==> src/rtl/beta_boot_loader.sv <==
// Boot loader for the Beta core: streams a counted, XOR-checksummed image into
// instruction memory and releases the core from reset once the image verifies.
module beta_boot_loader #(
  parameter int unsigned ADDR_W  = 5,
  parameter int unsigned DEPTH   = 32,
  parameter int unsigned TIMEOUT = 1000
) (
  input  logic              clk,
  input  logic              rst,
  input  logic              rx_valid,
  input  logic [7:0]        rx_data,
  output logic              rx_ready,
  output logic              imem_we,
  output logic [ADDR_W-1:0] imem_addr,
  output logic [31:0]       imem_wdata,
  output logic              cpu_rst,
  output logic              busy,
  output logic              error,
  output logic [ADDR_W:0]   words_loaded
);

  localparam int unsigned CNT_W  = ADDR_W + 1;
  localparam int unsigned IDLE_W = (TIMEOUT < 2) ? 1 : $clog2(TIMEOUT);

  typedef enum logic [2:0] {
    S_WAIT_COUNT,
    S_LOAD,
    S_CHECK,
    S_DONE,
    S_ERR
  } state_t;

  state_t              state_q, state_d;
  logic [CNT_W-1:0]    n_q, n_d;
  logic [1:0]          idx_q, idx_d;
  logic [23:0]         sh_q, sh_d;
  logic [7:0]          acc_q, acc_d;
  logic [IDLE_W-1:0]   idle_q, idle_d;
  logic                we_d;
  logic [ADDR_W-1:0]   addr_d;
  logic [31:0]         wdata_d;
  logic [CNT_W-1:0]    wl_d, wl_inc;
  logic                accept;
  logic                idle_expired;

  assign accept       = rx_valid && rx_ready;
  assign idle_expired = (idle_q == IDLE_W'(TIMEOUT - 1));
  assign wl_inc       = words_loaded + CNT_W'(1);

  // Next-state and datapath updates
  always_comb begin
    state_d = state_q;
    n_d     = n_q;
    idx_d   = idx_q;
    sh_d    = sh_q;
    acc_d   = acc_q;
    idle_d  = idle_q;
    we_d    = 1'b0;
    addr_d  = imem_addr;
    wdata_d = imem_wdata;
    wl_d    = words_loaded;

    case (state_q)
      S_WAIT_COUNT: begin
        if (accept) begin
          acc_d  = 8'd0;
          idle_d = '0;
          idx_d  = 2'd0;
          if (rx_data == 8'd0) begin
            state_d = S_CHECK;
          end else if (32'(rx_data) > DEPTH) begin
            state_d = S_ERR;
          end else begin
            n_d     = CNT_W'(rx_data);
            wl_d    = '0;
            state_d = S_LOAD;
          end
        end
      end
      S_LOAD: begin
        if (accept) begin
          idle_d = '0;
          sh_d   = {sh_q[15:0], rx_data};
          acc_d  = acc_q ^ rx_data;
          idx_d  = idx_q + 2'd1;
          if (idx_q == 2'd3) begin
            we_d    = 1'b1;
            addr_d  = words_loaded[ADDR_W-1:0];
            wdata_d = {sh_q, rx_data};
            wl_d    = wl_inc;
            if (wl_inc == n_q) state_d = S_CHECK;
          end
        end else if (idle_expired) begin
          state_d = S_ERR;
        end else begin
          idle_d = idle_q + IDLE_W'(1);
        end
      end
      S_CHECK: begin
        if (accept) begin
          idle_d  = '0;
          state_d = (rx_data == acc_q) ? S_DONE : S_ERR;
        end else if (idle_expired) begin
          state_d = S_ERR;
        end else begin
          idle_d = idle_q + IDLE_W'(1);
        end
      end
      S_DONE:  state_d = S_DONE;
      S_ERR:   state_d = S_ERR;
      default: state_d = S_ERR;
    endcase
  end

  // Registered state, datapath and state-decoded outputs
  always_ff @(posedge clk) begin
    if (rst) begin
      state_q      <= S_WAIT_COUNT;
      n_q          <= '0;
      idx_q        <= 2'd0;
      sh_q         <= 24'd0;
      acc_q        <= 8'd0;
      idle_q       <= '0;
      rx_ready     <= 1'b1;
      imem_we      <= 1'b0;
      imem_addr    <= '0;
      imem_wdata   <= 32'd0;
      cpu_rst      <= 1'b1;
      busy         <= 1'b0;
      error        <= 1'b0;
      words_loaded <= '0;
    end else begin
      state_q      <= state_d;
      n_q          <= n_d;
      idx_q        <= idx_d;
      sh_q         <= sh_d;
      acc_q        <= acc_d;
      idle_q       <= idle_d;
      rx_ready     <= (state_d == S_WAIT_COUNT) || (state_d == S_LOAD) || (state_d == S_CHECK);
      imem_we      <= we_d;
      imem_addr    <= addr_d;
      imem_wdata   <= wdata_d;
      cpu_rst      <= (state_d != S_DONE);
      busy         <= (state_d == S_LOAD) || (state_d == S_CHECK);
      error        <= (state_d == S_ERR);
      words_loaded <= wl_d;
    end
  end

endmodule

==> config.mk <==
export PLATFORM = sky130hd
export DESIGN_NAME = beta_boot_loader
export DESIGN_NICKNAME = d
export VERILOG_FILES = /design/src/rtl/beta_boot_loader.sv
export SDC_FILE = /design/constraint.sdc
export NUM_CORES = 1
export LEC_CHECK = 0
export CELL_PAD_IN_SITES_DETAIL_PLACEMENT = 1
export CELL_PAD_IN_SITES_GLOBAL_PLACEMENT = 2
export CORE_MARGIN = 10
export CORE_UTILIZATION = 32
export DETAILED_ROUTE_END_ITERATION = 16
export GPL_ROUTABILITY_DRIVEN = 1
export PLACE_DENSITY = 0.86
export SYNTH_ARGS = -nofsm -noshare
export SYNTH_HDL_FRONTEND = slang
export SYNTH_SLANG_ARGS = --single-unit
export TNS_END_PERCENT = 1
==> constraint.sdc <==
create_clock -name clk -period 2.3 [get_ports clk]
set_clock_uncertainty 0.1 [all_clocks]
set_input_delay 0.23 -clock clk [delete_from_list [all_inputs] [get_ports clk]]
set_output_delay 0.23 -clock clk [all_outputs]
set_load 0.005 [all_outputs]
==> run_results.csv <==
group,metric,value,unit
outcome,status,"finished clean",
routing,wl_met3,626,microns
critical_path,arrival,2.28,ns
clock_network,clock_path_buffers,2,
critical_path,worstPathRequired,2.43,ns
synthesis,avgSynthCellArea,8.011,sq um
place,io_buffers,58,
sta,hold_violations,0,
sta,holdWs,0.1626,ns
global_route,overflow,0,
synthesis,synth_compound_area_frac,0.1580,
final_layout,fin_cells,765,
sta,fmax,0.4660,GHz
routing,dr.pass1.iters,4,
synthesis,synth_top_family_by_area,"simple AND/OR/NAND/NOR gates",
clock_network,cts_root_buf,"clkbuf_16",
routing,initialDrtViolationCount,178,
synthesis,syn_area,0.004118,sq mm
final_layout,final_net_count,602,
global_route,grt_pass1_wl,20.05,mm
power_and_ir_drop,powerDensity,641.5,mW/mm^2
power_and_ir_drop,vdd_drop_max,275.0,uV
synthesis,synthTopCellsByCount,"140 x nand2_1, 101 x dfxtp_1, 80 x a21oi_1",
sta,finalMaxSlewViolations,0,
synthesis,synth_edf_count,0,
synthesis,yosysSeqAreaShare,0.4910,
sta,final.min_clock_period,2.146,ns
global_route,grt_pass1_vias,3973,
routing,vias_per_cell,4.894,
routing,wl_met2,5.556,mm
final_layout,drive_above_1_share,0.1164,
power_and_ir_drop,fin_total_pwr,3452,uW
sta,rsz0062_at_grt,"false",
synthesis,yosysWarnings,0,
sta,worstMarginPinSlew,0.3943,ns
final_layout,antenna_cells,0,
global_route,grt_max_degree,39,
routing,wirelength,11.99,mm
floorplanning,die_w,133.4,microns
critical_path,critPathLaunchType,"register",
global_route,antenna_found_initial,0,
floorplanning,core.rowCount,41,
routing,ant_nets,0,
routing,via_count,3744,
clock_network,worst_skew_pair.late_latency,0.34,ns
synthesis,yosysMostFrequentCell,"nand2_1",
floorplanning,die_h,133.4,microns
power_and_ir_drop,p_leak,0.001889,uW
routing,top_layer_used,"met4",
routing,wl_met1,5.612,mm
global_route,grt_util_all_layers,0.1354,
synthesis,synthCells,514,
synthesis,synth_mux_area_frac,0.01702,
clock_network,htree_levels,3,
clock_network,cts_tree,"built",
synthesis,synthXorXnorAreaFrac,0.05105,
final_layout,area_growth_syn_to_layout,30.69,%
worst_hold_path,hold_class,"input port to register",
floorplanning,die-area,0.01780,sq mm
synthesis,synthAdderAreaFrac,0.009116,
flow_run,maxCapViolCount,0,
synthesis,synth_top_area_cell,"dfxtp_1",
synthesis,syn_nets,528,
sta,period_share,0.9329,
routing,drc,0,
sta,maxSlewHeadroom,0.7372,
synthesis,synth-simple-area-share,0.2385,
place,dp_hpwl,8.853,mm
synthesis,ys_types,40,
critical_path,path_max_fanout,5,
routing,routedWlPerCell,15.67,microns
clock_network,clk_pin_slew,0.07,ns
critical_path,setup.worst_path.class,"register to register",
sta,report.final.setup_viol,0,
place,dp.cells,749,
synthesis,synth_area_leaders,"dfxtp_1 49%, nand2_1 13%, a21oi_1 9.7%",
synthesis,synth_ff_type,"dfxtp_1",
floorplanning,start_util,0.3263,
clock_network,cts_setup_buffers,0,
synthesis,yosysTopAreaCellShare,0.4910,
synthesis,async_reset_ff_frac,0,
critical_path,cp-end-kind,"register",
clock_network,numCtsBuffers,9,
floorplanning,core_area,0.01262,sq mm
place,gp_congestion,0.8020,
synthesis,ys_ff_latch,101,
clock_network,clock_sinks,101,
floorplanning,ios,59,
final timing paths:
kind | start | slack [ns] | depth (start not counted) | endpoint
setup reg to reg | words_loaded[0] | 0.15 | 7 | busy
hold / removal | rst | 0.16 | 3 | cpu_rst
hold reg to reg | imem_wdata[21] | 0.36 | 2 | imem_wdata[21]
setup / recovery | words_loaded[0] | 0.15 | 7 | busy
layout by cell type, fill, tap and decap left out, drive strengths merged, types with 4 or more instances in the layout:
| master | instances |
|---|---|
| nand2 | 140 |
| dfxtp | 101 |
| a21oi | 80 |
| clkdlybuf4s50 | 57 |
| nor2 | 39 |
| buf | 39 |
| xor2 | 18 |
| o21ai | 11 |
| clkbuf | 11 |
| nand3 | 8 |
| nand4 | 8 |
| mux2i | 7 |
| xnor2 | 6 |
| inv | 6 |
| a211oi | 6 |
| and2 | 5 |
| nor3 | 5 |
| a31oi | 5 |
| or3 | 5 |
| and3 | 4 |
| a311oi | 4 |
| nand2b | 4 |
kinds of logic after synthesis:
group,after synthesis
AO/OA/AOI/OAI,115
XOR/XNOR,24
adder cells (fa/ha/maj),3
buffers and inverters,37
flip-flops,101
multiplexers,7
AND/OR/NAND/NOR,227
sequential cells by signal (all words and copies together), names as in the netlist, 2 cells and up:
signal and cells:
idx_q 2, state_q 3, imem_addr 5, words_loaded 6
n_q 6, imem_wdata 32, sh_q 24, acc_q 8
idle_q 10
metrics by stage:
stage	utilization	cell area, sq um	worst slack (ns)	setup TNS, ns
5_1_grt	0.4264	5381	0.01649	0
3_5_place_dp	0.4022	5076	-0.2033	-1.664
6_report	0.4264	5381	0.1543	0
2_1_floorplan	-	4118	0.2209	0
3_3_place_gp	0.4022	5076	-0.1255	-0.7918
4_1_cts	0.4252	5366	0.04400	0
layout make-up:
class                   count  area, sq um
fillers                  1553         7238
flip-flops and latches    101         2022
multi-input cells         376         1972
repair buffers             96        873.3
clock buffers              11        242.7
well taps                 172        215.2
clock inverters             5        41.29
inverters                   4        15.01
report_power, final:
| group | leakage, uW | switching (uW) | internal [uW] |
|---|---|---|---|
| Combinational | 0.000937 | 123 | 85.2 |
| Clock | 0.000138 | 694 | 777 |
| Sequential | 0.000814 | 12.9 | 1760 |
repair_timing:
action | in CTS | in global routing
hold buffers | 0 | 0
setup endpoints to repair | 1 | 4
gates resized for setup | 2 | 5
worst max-delay path, cell delays in order, from the launching register on:
cell,delay [ns]
dfxtp_1,0.35
ha_2,0.22
and2_1,0.19
a211o_1,0.31
a31o_2,0.21
a211oi_2,0.19
nor2_1,0.10
a2111oi_2,0.37
routing by layer:
metal  global-route usage  up-vias
met3              0.04286       16
met1               0.1704     1793
met5                    0        -
met4              0.04111        0
met2               0.2159       62
li1                     -     1873
Power figures use the tool's default switching activity.
